`config.mk`:
```
export PLATFORM = sky130hd
export DESIGN_NAME = sar_result_averager_flat
export DESIGN_NICKNAME = d
export VERILOG_FILES = /design/src/rtl/sar_result_averager_pkg.sv /design/src/rtl/sar_result_averager_if.sv /design/src/rtl/sar_result_averager_edge_detect.sv /design/src/rtl/sar_result_averager.sv /design/src/flat_wrapper.sv
export SDC_FILE = /design/constraint.sdc
export NUM_CORES = 1
export LEC_CHECK = 0
export CAP_MARGIN = 10
export CORE_AREA = 4 4 73 75
export DETAILED_ROUTE_END_ITERATION = 8
export DIE_AREA = 0 0 77 79
export PLACE_DENSITY_LB_ADDON = 0.3
export RECOVER_POWER = 100
export SYNTH_ARGS = -nofsm -noshare
export SYNTH_HDL_FRONTEND = slang
export SYNTH_HIERARCHICAL = 1
export SYNTH_SLANG_ARGS = --single-unit
```
`constraint.sdc`:
```
create_clock -name clk -period 2.3 [get_ports clk]
set_input_delay 0.46 -clock clk [delete_from_list [all_inputs] [get_ports clk]]
set_output_delay 0.46 -clock clk [all_outputs]
set_load 0.01 [all_outputs]
```
`src/rtl/sar_result_averager_pkg.sv`:
```
// sar_avg_pkg: shared FSM state type and default parameters for the SAR result averager
package sar_avg_pkg;
  localparam int N_BITS_DEF = 10;
  localparam int LOG2_AVG_DEF = 2;
  localparam int TIMEOUT_CYCLES_DEF = 64;
  typedef enum logic [2:0] {IDLE, HOLD, CAPTURE, RELEASE, DONE} sar_state_e;
endpackage

```
`src/rtl/sar_result_averager_if.sv`:
```
// sar_result_averager_if: control, ADC and result-stream signals of the averager
interface sar_result_averager_if import sar_avg_pkg::*; #(parameter int N_BITS = N_BITS_DEF);
  logic start;
  logic busy;
  logic hold_digital;
  logic adc_eoc;
  logic [N_BITS-1:0] adc_result;
  logic [N_BITS-1:0] avg_result;
  logic avg_valid;
  logic avg_ready;
  logic timeout_err;
  modport master (
    output start, adc_eoc, adc_result, avg_ready,
    input  busy, hold_digital, avg_result, avg_valid, timeout_err
  );
  modport slave (
    input  start, adc_eoc, adc_result, avg_ready,
    output busy, hold_digital, avg_result, avg_valid, timeout_err
  );
endinterface

```
`src/rtl/sar_result_averager_edge_detect.sv`:
```
// sar_edge_detect: registered previous value and rising-edge flag of a 1-bit input
module sar_edge_detect (
  input  logic clk,
  input  logic reset,
  input  logic d_i,
  output logic rise_o
);
  logic prev_q;
  // previous-cycle value of the input
  always_ff @(posedge clk) prev_q <= reset ? 1'b0 : d_i;
  assign rise_o = d_i & ~prev_q;
endmodule

```
`src/rtl/sar_result_averager.sv`:
```
// sar_result_averager: sequences 2^LOG2_AVG ADC conversions and outputs their rounded mean
module sar_result_averager import sar_avg_pkg::*; #(
  parameter int N_BITS = N_BITS_DEF,
  parameter int LOG2_AVG = LOG2_AVG_DEF,
  parameter int TIMEOUT_CYCLES = TIMEOUT_CYCLES_DEF
) (
  input logic clk,
  input logic reset,
  sar_result_averager_if.slave bus
);
  localparam int ACC_W = N_BITS + LOG2_AVG + 1;
  localparam int CW = LOG2_AVG + 1;
  localparam int TW = $clog2(TIMEOUT_CYCLES + 1);
  localparam logic [CW-1:0] NS = CW'(1) << LOG2_AVG;
  localparam logic [ACC_W-1:0] HALF = (LOG2_AVG == 0) ? '0 : ACC_W'(1) << (LOG2_AVG > 0 ? LOG2_AVG - 1 : 0);
  localparam logic [TW-1:0] T_LAST = TW'(TIMEOUT_CYCLES - 1);
  sar_state_e state_q, state_d;
  logic [ACC_W-1:0] acc_q, acc_d;
  logic [CW-1:0] cnt_q, cnt_d;
  logic [TW-1:0] tcnt_q, tcnt_d;
  logic [N_BITS-1:0] smp_q, smp_d;
  logic [N_BITS-1:0] avg_q, avg_d;
  logic to_q, to_d;
  logic eoc_rise;
  sar_edge_detect u_edge (
    .clk   (clk),
    .reset (reset),
    .d_i   (bus.adc_eoc),
    .rise_o(eoc_rise)
  );
  // state and datapath registers
  always_ff @(posedge clk) begin
    if (reset) begin
      state_q <= IDLE;
      acc_q <= '0;
      cnt_q <= '0;
      tcnt_q <= '0;
      smp_q <= '0;
      avg_q <= '0;
      to_q <= 1'b0;
    end else begin
      state_q <= state_d;
      acc_q <= acc_d;
      cnt_q <= cnt_d;
      tcnt_q <= tcnt_d;
      smp_q <= smp_d;
      avg_q <= avg_d;
      to_q <= to_d;
    end
  end
  // next state; the timeout counter runs only in HOLD and restarts on every HOLD entry
  always_comb begin
    state_d = state_q;
    acc_d = acc_q;
    cnt_d = cnt_q;
    tcnt_d = '0;
    smp_d = smp_q;
    avg_d = avg_q;
    to_d = 1'b0;
    case (state_q)
      IDLE: begin
        if (bus.start) begin
          acc_d = '0;
          cnt_d = '0;
          state_d = HOLD;
        end
      end
      HOLD: begin
        tcnt_d = tcnt_q + 1'b1;
        if (eoc_rise) begin
          smp_d = bus.adc_result;
          state_d = CAPTURE;
        end else if (tcnt_q == T_LAST) begin
          to_d = 1'b1;
          acc_d = '0;
          cnt_d = '0;
          state_d = IDLE;
        end
      end
      CAPTURE: begin
        acc_d = acc_q + ACC_W'(smp_q);
        cnt_d = cnt_q + 1'b1;
        state_d = RELEASE;
      end
      RELEASE: begin
        if (!bus.adc_eoc) begin
          state_d = (cnt_q < NS) ? HOLD : DONE;
          avg_d = (cnt_q < NS) ? avg_q : N_BITS'((acc_q + HALF) >> LOG2_AVG);
        end
      end
      DONE: state_d = bus.avg_ready ? IDLE : DONE;
      default: state_d = IDLE;
    endcase
  end
  assign bus.busy = state_q != IDLE;
  assign bus.hold_digital = state_q == HOLD;
  assign bus.avg_valid = state_q == DONE;
  assign bus.avg_result = avg_q;
  assign bus.timeout_err = to_q;
endmodule

```
`src/flat_wrapper.sv`:
```
// flat-port wrapper written by rule: the top's interface ports become plain ports
module sar_result_averager_flat import sar_avg_pkg::*;
#(
  parameter int N_BITS = N_BITS_DEF,
  parameter int LOG2_AVG = LOG2_AVG_DEF,
  parameter int TIMEOUT_CYCLES = TIMEOUT_CYCLES_DEF
)
  (clk, reset, bus_start, bus_adc_eoc, bus_adc_result, bus_avg_ready, bus_busy, bus_hold_digital, bus_avg_result, bus_avg_valid, bus_timeout_err);
  sar_result_averager_if #(.N_BITS(N_BITS)) bus_i ();
  input logic clk;
  input logic reset;
  input wire logic [$bits(bus_i.start)-1:0] bus_start;
  input wire logic [$bits(bus_i.adc_eoc)-1:0] bus_adc_eoc;
  input wire logic [$bits(bus_i.adc_result)-1:0] bus_adc_result;
  input wire logic [$bits(bus_i.avg_ready)-1:0] bus_avg_ready;
  output wire logic [$bits(bus_i.busy)-1:0] bus_busy;
  output wire logic [$bits(bus_i.hold_digital)-1:0] bus_hold_digital;
  output wire logic [$bits(bus_i.avg_result)-1:0] bus_avg_result;
  output wire logic [$bits(bus_i.avg_valid)-1:0] bus_avg_valid;
  output wire logic [$bits(bus_i.timeout_err)-1:0] bus_timeout_err;
  assign bus_i.start = bus_start;
  assign bus_i.adc_eoc = bus_adc_eoc;
  assign bus_i.adc_result = bus_adc_result;
  assign bus_i.avg_ready = bus_avg_ready;
  assign bus_busy = bus_i.busy;
  assign bus_hold_digital = bus_i.hold_digital;
  assign bus_avg_result = bus_i.avg_result;
  assign bus_avg_valid = bus_i.avg_valid;
  assign bus_timeout_err = bus_i.timeout_err;
  sar_result_averager #(.N_BITS(N_BITS), .LOG2_AVG(LOG2_AVG), .TIMEOUT_CYCLES(TIMEOUT_CYCLES)) u_core (.clk(clk), .reset(reset), .bus(bus_i));
endmodule
```
Word-level counts from Yosys, hierarchy flattened:

Cells that the tools add are included.

* flip-flop bits (word level): 48
* bits of input ports: 15
* output and inout port bits: 14
* logic and storage cells: 52

* $add $sub $neg: 4
* magnitude comparators: 1
* equality and inequality tests: 10
* multiplexer cells: 15
* bitwise logic cells: 5
* reduce and logical (&&, ||, !) cells: 9

Operators by type and width (count)
* two-way mux 13 bit: 3
* one-hot mux 13 bit (3 select lines): 1
* two-way mux 3 bit: 8
* one-hot mux 3 bit (5 select lines): 1
* adder 13 x 10 -> 13 bit: 1
* adder 12 x 2 -> 12 bit (second input constant): 1
* one-hot mux 3 bit (3 select lines): 1
* adder 7 x 1 -> 7 bit (second input constant): 1
* equality test 7 x 6 -> 1 bit (second input constant): 1
* equality test 3 x 2 -> 1 bit (second input constant): 2
* inequality test 2 bit (second input constant): 3
* AND reduction 3 bit: 2
* nonzero test 3 bit: 2
* inverter 1 bit: 4
* AND reduction 4 bit: 1
* adder 3 x 1 -> 3 bit (second input constant): 1
* equality test 3 x 1 -> 1 bit (second input constant): 1
* equality test 3 bit (second input constant): 1
* zero test 3 bit: 1
* less-than comparator 3 bit (second input constant): 1
* inequality test 3 x 1 -> 1 bit (second input constant): 1
* OR reduction 3 bit: 1
* inequality test 2 x 1 -> 1 bit (second input constant): 1
* AND reduction 2 bit: 1
* 3 further kinds: 3

Depth between registers and ports, before layout:

Gate-level depths: netlist of run 1.

* depth after elaboration: 4
* mapped depth: 8
* gate-level depth less buffers: 8

By module:

The synthesis of run 1 kept the hierarchy.

Modules (own cells, without submodules)
* sar_result_averager: instances 1, cells each 291, area each 2474.9 um^2, seq. area each 920.9 um^2
* sar_edge_detect: instances 1, cells each 3, area each 47.5 um^2, seq. area each 20.0 um^2

Worst setup path before layout of run 1:

OpenSTA, ideal clock, no wires.

* path type: flip-flop to flip-flop
* start point: register u_core.acc_q[1]
* end point: register u_core.acc_q[10]
* library setup time: 0.069 ns
* data arrival time: 1.789 ns
* data required time: 2.231 ns
* setup slack: 0.442 ns
* stages on the path, launching flop included: 8
* buffers on the path: 0
* period minus slack after synthesis: 1.858 ns
* path through: dfxtp_1 > inv_1 > fa_1 > nor2b_1 > o31a_1 > o31ai_1 > a2111o_1 > o21ai_1

* cells in the longest elaborated chain, start to end: 2

Ends and longest elaborated chain
* start, declared: RTL line sar_result_averager.sv:18 `logic [ACC_W-1:0] acc_q, acc_d;`
* start signal, assigned: RTL line sar_result_averager.sv:35 `acc_q <= '0;`
* start signal, assigned: RTL line sar_result_averager.sv:43 `acc_q <= acc_d;`
* adder 13 x 10 -> 13 bit: RTL line sar_result_averager.sv:81 `acc_d = acc_q + ACC_W'(smp_q);`
* one-hot mux 13 bit (3 select lines): RTL line sar_result_averager.sv:60 `case (state_q)`

Every way passes these cells.
A chain may end at the register's enable or synchronous reset.

Final worst setup path of run 1:

* start point: register u_core.state_q[2]
* end point: output bus_busy

* cells in the longest elaborated chain, start to end: 1

Ends and longest elaborated chain
* start, declared: RTL line sar_result_averager.sv:17 `sar_state_e state_q, state_d;`
* start signal, assigned: RTL line sar_result_averager.sv:42 `state_q <= state_d;`
* nonzero test 3 bit: RTL line sar_result_averager.sv:95 `assign bus.busy = state_q != IDLE;`
* end, declared: RTL line flat_wrapper.sv:16 `output wire logic [$bits(bus_i.busy)-1:0] bus_busy;`

Every way passes these cells.

==> results of run 1 <==
==> per-stage QoR <==
stage / total power, W / setup WS [ns] / instances / area (um^2)
after floorplan: 0.001012 / 0.4419 / 294 / 2522
after global placement: 0.001071 / 0.2633 / 365 / 2829
after global routing: 0.001607 / 0.01706 / 372 / 2887
final: 0.001539 / 0.09483 / 372 / 2887
after CTS: 0.001567 / 0.09078 / 372 / 2917
after detailed placement: 0.001077 / 0.1981 / 365 / 2829
==> layout by cell type (no fill, tap or decap), drive strengths merged, types with 5 or more instances in the layout <==
cell            n
nor3            7
xor2           10
dlygate4sd3    13
clkdlybuf4s50  15
a211oi         12
nand2b          5
a21oi          26
dfxtp          47
xnor2           5
clkbuf          7
nor2           33
nand3b          6
or3             5
ha             13
o21ai          11
nand2          30
nand4           5
nand3           9
==> state kept, by name, indices dropped and copies added (netlist names) <==
name / cells
u_core/u_edge/prev_q: 1
u_core/bus.avg_result: 10
u_core/state_q: 3
u_core/acc_q: 12
u_core/cnt_q: 3
u_core/bus.timeout_err: 1
u_core/tcnt_q: 7
u_core/smp_q: 10
==> final cells by class <==
cell class	instances	area (um^2)
clock buffer	6	82.58
clock inverter	1	5.005
fill	434	1774
inverter	4	15.01
multi-input combinational	227	1460
sequential	47	940.9
tap	54	67.56
timing repair buffer	33	315.3
==> worst max-delay path, delay by kind of cell (launching register included) <==
family / cells / cell delay [ns]
simple gates: 1 / 0.42
buf+inv: 1 / 0.61
flops: 1 / 0.42
==> cells by family (layout without fill, tap and decap cells) <==
family,after synthesis,count (layout)
simple gates,120,120
compound gates,77,77
flops,47,47
buf+inv,20,44
xor+xnor,15,15
fa+ha+maj,14,14
mux,1,1
==> path summary, 6_finish.rpt <==
kind / slack, ns / to / from / cells after the start
worst min-delay path: 0.46 / u_core/smp_q[7] / u_core/smp_q[7] / 2
worst max-delay path: 0.09 / bus_busy / u_core/state_q[2] / 2
worst max register to register: 0.24 / u_core/acc_q[10] / u_core/acc_q[0] / 8
worst min register to register: 0.46 / u_core/smp_q[7] / u_core/smp_q[7] / 2
==> layer usage <==
| layer | global-route usage (%) | up-vias | wire length, um |
|---|---|---|---|
| met4 | 5.338 | 0 | 52 |
| met3 | 3.401 | 6 | 237 |
| met5 | 0 | - | 0 |
| met2 | 30.14 | 49 | 2355 |
| li1 | - | 1104 | - |
| met1 | 21.31 | 965 | 2393 |
==> power by group through the flow <==
stage | logic (W) | registers (W) | clock network [W]
2_1_floorplan | 0.000151 | 0.000861 | 0
3_3_place_gp | 0.000197 | 0.000874 | 0
3_5_place_dp | 0.000201 | 0.000876 | 0
4_1_cts | 0.000203 | 0.000857 | 0.000508
5_1_grt | 0.000215 | 0.000859 | 0.000533
6_report | 0.000192 | 0.000856 | 0.000491
==> summary.md, run 1 <==
| Metric | Value |
|---|---|
| Vias per inst | 5.710 |
| I/O pin total | 29 |
| Residual DRC | 0 |
| Endpoint kind of the worst setup timing path | primary output |
| Post-synthesis share of cell area spent on full adders, half adders and majority gates | 7.242% |
| Sequential cell fraction of total power | 55.6% |
| TritonCTS buffer count | 5 |
| Effective utilization at floorplan | 54.12% |
| Endpoint arrival time on the critical path | 1.75 ns |
| Later-pin clock latency in the skew report | 0.29 ns |
| Worst Path Class, Setup | reg2out |
| Simple-Gate Fraction of Synth Area | 25.30% |
| Endpoint required time on the critical path | 1.84 ns |
| Growth of design area from synthesis to finish | 14.43% |
| Pin count of the biggest net entering global routing | 50 |
| Sequential cell area fraction in the yosys report | 37.30% |
| Most used flip-flop cell after synthesis | dfxtp_1 |
| Total number of vias | 2124 |
| Fraction of layout cells with a size suffix above 1 | 5.660% |
| XOR/XNOR share of the synthesized area | 5.208% |
| Yosys top cell area share | 37.30% |
| Power share of the combinational group | 12.5% |
| Number of detailed-route iterations in the first pass | 4 |
| Setup TNS Final | 0 ns |
| Post-synth cell types | 52 |
| Main combinational cell family by area after synthesis | simple AND/OR/NAND/NOR gates |
| Count leader, synth | dfxtp_1 |
| Number of gates resized after CTS | 0 |
| Leading cell types by count after synthesis | dfxtp_1, nor2_1, nand2_1 |
| Status | finished, final reports clean |
| Highest fanout seen on the critical path | 9 |
| Fin crit period | 2.205 ns |
| Cell at the root of the clock tree | clkbuf_8 |
| Post CTS Setup Buffer Count | 0 |
| Tightest slew margin relative to the limit | 35.87% |
| Gate count of the mapped netlist | 294 |
| Syn. warnings | 6 |
| Compound-Gate Fraction of Synth Area | 20.34% |
| Average cell area after synthesis | 8.580 um^2 |
| Number of flops mapped to enable cells by yosys | 0 |
| Post-synth ARST share | 0% |
| Switching part of the total power | 25.20% |
| Maximum clock path buffer count | 2 |
| Antenna diode count | 0 |
| HPWL Detailed | 3.596 mm |
| Maximum achievable frequency | 0.4535 GHz |
| Worst Skew | 0.005111 ns |
| Chain of cells forming the critical path | or3_1, dlygate4sd3_1 |
| Worst path slowest cell | dlygate4sd3_1 |
| Leakage component of the power | 1.113 nW |
| Average routed wire per standard cell | 13.54 um |
| Count of endpoints failing hold in the final timing report | 0 |
| Pwr/cell area | 533.2 nW/um^2 |
| Input/output buffers | 28 |
| Actual transition at the worst max-transition pin | 0.9620 ns |
| Share of the core filled with cells in the final layout | 61.93% |
| Clock transition time at the flip-flop clock pins of the worst setup and hold paths | 0.08 ns |
| Antenna violations before repair | 0 |
| Standard-cell row count | 25 |
| Setup-violating endpoint count in the final report | 0 |
| Cell internal pwr | 0.001151 W |
| Net count, final | 347 |
| Via count of the first global-routing pass | 1942 |
| Share of synthesized area spent on multiplexers | 0.3968% |
| Synth Cell Area | 2522 um^2 |
| Core outline area | 4661 um^2 |
| Path category of the worst min-delay check | reg2reg |
| Post-route clock period utilization | 95.88% |
| Most area-consuming cells after synthesis | dfxtp_1, ha_1, a21oi_1, nor2_1, nand2_1 |
| Horizontal die dimension | 77 um |
| Switching pwr | 0.0003879 W |
| H-tree levels | 2 |
| Largest area contributor in the synthesized netlist | dfxtp_1 |
| Overall die area | 6083 um^2 |
| Net count of the mapped netlist | 323 |
| Maximum cell stage delay along the critical path | 0.61 ns |
| Gpl congestion | 0.8667 |
| RSZ-0062 raised after global routing | no |
| Count of pins over their slew limit | 0 |
| TritonCTS clock tree | built |
| Worst vdd ir | 0.0003264 V |
| Die H | 79 um |
| Hold-fix buffer count after cts | 0 |
| GRT Util Overall | 17.19% |
| Critical path launch point type | flip-flop |
| GRT Residual Overflow | 0 |
| Count of max-cap constraint violations | 0 |
| Share of total power in the clock network | 31.9% |
| Sink Count | 47 |
| Routed wire length | 5.037 mm |
| Worst hold slack across all endpoints | 0.4617 ns |
| Flop and latch count out of synthesis | 47 |
| Violation count after the first detailed-route iteration | 134 |
| Global-route wire length before repair | 8.542 mm |
| Antenna viol nets, final | 0 |
Power figures use the tool's default switching activity.
==> run 2, diff against run 1 <==
CELL_PAD_IN_SITES_DETAIL_PLACEMENT = 0   (was unset)
CELL_PAD_IN_SITES_GLOBAL_PLACEMENT = 1   (was unset)
CORE_AREA = 4 4 83 85   (was 4 4 73 75)
DIE_AREA = 0 0 87 89   (was 0 0 77 79)
HOLD_SLACK_MARGIN = 0.02   (was unset)
==> summary.md, run 2 (synthesis results as in run 1) <==
| Metric | Value |
|---|---|
| Clock transition time at the flip-flop clock pins of the worst setup and hold paths | 0.09 ns |
| TritonCTS buffer count | 5 |
| Area occupied by multi-input gates | 1455 um^2 |
| Post CTS Setup Buffer Count | 0 |
| Horizontal die dimension | 87 um |
| Switching part of the total power | 24.65% |
| HPWL Detailed | 4.103 mm |
| Average routed wire per standard cell | 13.76 um |
| Via count of the first global-routing pass | 2052 |
| Worst vdd ir | 0.0002975 V |
| Most frequent standard cell in the layout excluding fill and tap cells | dfxtp_1 |
| Die H | 89 um |
| Growth of design area from synthesis to finish | 18.20% |
| Count of endpoints failing hold in the final timing report | 0 |
| Violation count after the first detailed-route iteration | 148 |
| Cell internal pwr | 0.001279 W |
| Routed wire length | 5.491 mm |
| Met2 usage | 26.36% |
| Worst Skew | 0.008928 ns |
| RSZ-0062 raised after global routing | no |
| Busiest grt layer | met2 |
| Overall die area | 7743 um^2 |
| Endpoint kind of the worst setup timing path | primary output |
| Core outline area | 6205 um^2 |
| H-tree levels | 2 |
| Number of gates resized after CTS | 0 |
| Hold-fix buffer count after cts | 0 |
| Input/output buffers | 28 |
| Net count, final | 350 |
| Highest fanout seen on the critical path | 9 |
| Share of total power in the clock network | 37.9% |
| Number of inserted filler cells in the final layout | 636 |
| Total number of vias | 2116 |
| Endpoint required time on the critical path | 1.84 ns |
| Residual DRC | 0 |
| Worst Path Class, Setup | reg2out |
| Vias per inst | 5.303 |
| I/O pin total | 29 |
| Pin count of the biggest net entering global routing | 20 |
| Critical path launch point type | flip-flop |
| Global-route wire length before repair | 9.763 mm |
| Maximum clock path buffer count | 2 |
| Antenna viol nets, final | 0 |
| Standard-cell row count | 29 |
| Fraction of layout cells with a size suffix above 1 | 6.832% |
| Maximum achievable frequency | 0.4523 GHz |
| Sink Count | 47 |
| Sequential cell fraction of total power | 50.4% |
| Cell at the root of the clock tree | clkbuf_8 |
| Gpl congestion | 0.7815 |
| Setup-violating endpoint count in the final report | 0 |
| Worst hold slack across all endpoints | 0.4634 ns |
| Antenna violations before repair | 0 |
| TritonCTS clock tree | built |
| Endpoint arrival time on the critical path | 1.75 ns |
| Status | finished, final reports clean |
| Fin crit period | 2.211 ns |
| Switching pwr | 0.0004182 W |
| Count of pins over their slew limit | 0 |
| Power share of the combinational group | 11.7% |
| Actual transition at the worst max-transition pin | 0.6951 ns |
| GRT Residual Overflow | 0 |
| Effective utilization at floorplan | 40.65% |
| Tightest slew margin relative to the limit | 53.61% |
| Register bank with the most flops | u_core/acc_q |
| GRT Util Overall | 15.78% |
| Leakage component of the power | 1.146 nW |
| GR Util met1 | 20.53% |
| Pwr/cell area | 569.1 nW/um^2 |
| Later-pin clock latency in the skew report | 0.30 ns |
| Setup TNS Final | 0 ns |
| Number of detailed-route iterations in the first pass | 4 |
| Path category of the worst min-delay check | reg2reg |
| Top library cells by usage in the layout, fill and taps aside | dfxtp_1, nor2_1, nand2_1, a21oi_1 |
| Count of max-cap constraint violations | 0 |
| Post-route clock period utilization | 96.12% |
| Sequential standard cell area | 940.9 um^2 |
| Max reg flops | 12 |
| Met3 track utilization from global routing | 3.041% |
| Antenna diode count | 0 |
| Post-layout total power | 0.001697 W |
## run 2: cell type report
cell class	count	share of cell area, %
repair buffers	36	11.83
multi-input cells	227	48.80
well taps	77	3.231
flip-flops and latches	47	31.56
clock buffers	6	2.770
clock inverters	2	1.301
inverters	4	0.5036
## run 2: worst paths after layout
| kind | depth (start not counted) | slack, ns | from | end |
|---|---|---|---|---|
| max | 2 | 0.09 | u_core/state_q[2] | bus_busy |
| min | 2 | 0.46 | u_core/smp_q[9] | u_core/smp_q[9] |
| max reg2reg | 8 | 0.20 | u_core/acc_q[0] | u_core/acc_q[10] |
| min reg2reg | 2 | 0.46 | u_core/smp_q[9] | u_core/smp_q[9] |
## run 2: power by group through the flow
stage	clock (W)	combinational (W)	sequential, W
finish	0.000643	0.000198	0.000856
global route	0.000707	0.000222	0.000860
CTS	0.000667	0.000208	0.000856
detailed placement	0	0.000208	0.000875
global placement	0	0.000205	0.000874
floorplan	0	0.000151	0.000861
## run 2: routing by layer
metal / wire length, um / vias up / share of wire (%)
met5: 0 / - / 0
met2: 2636 / 28 / 48
met1: 2619 / 970 / 48
met3: 170 / 6 / 3.1
met4: 65 / 0 / 1.2
li1: - / 1112 / -
## run 2: through the flow
step           utilization, %  cell area, um^2  instances  setup WS, ns
2_1_floorplan               -             2522        294        0.4419
3_3_place_gp            46.42             2880        391        0.2479
3_5_place_dp            46.42             2880        391        0.2207
4_1_cts                 48.38             3002        399        0.1171
5_1_grt                 48.05             2982        399      0.002359
6_report                48.05             2982        399       0.08924
## run 2: worst max-delay path, cell delays in order, from the launching register on
cell,delay (ns)
dfxtp_1,0.41
or3_1,0.42
dlygate4sd3_1,0.62
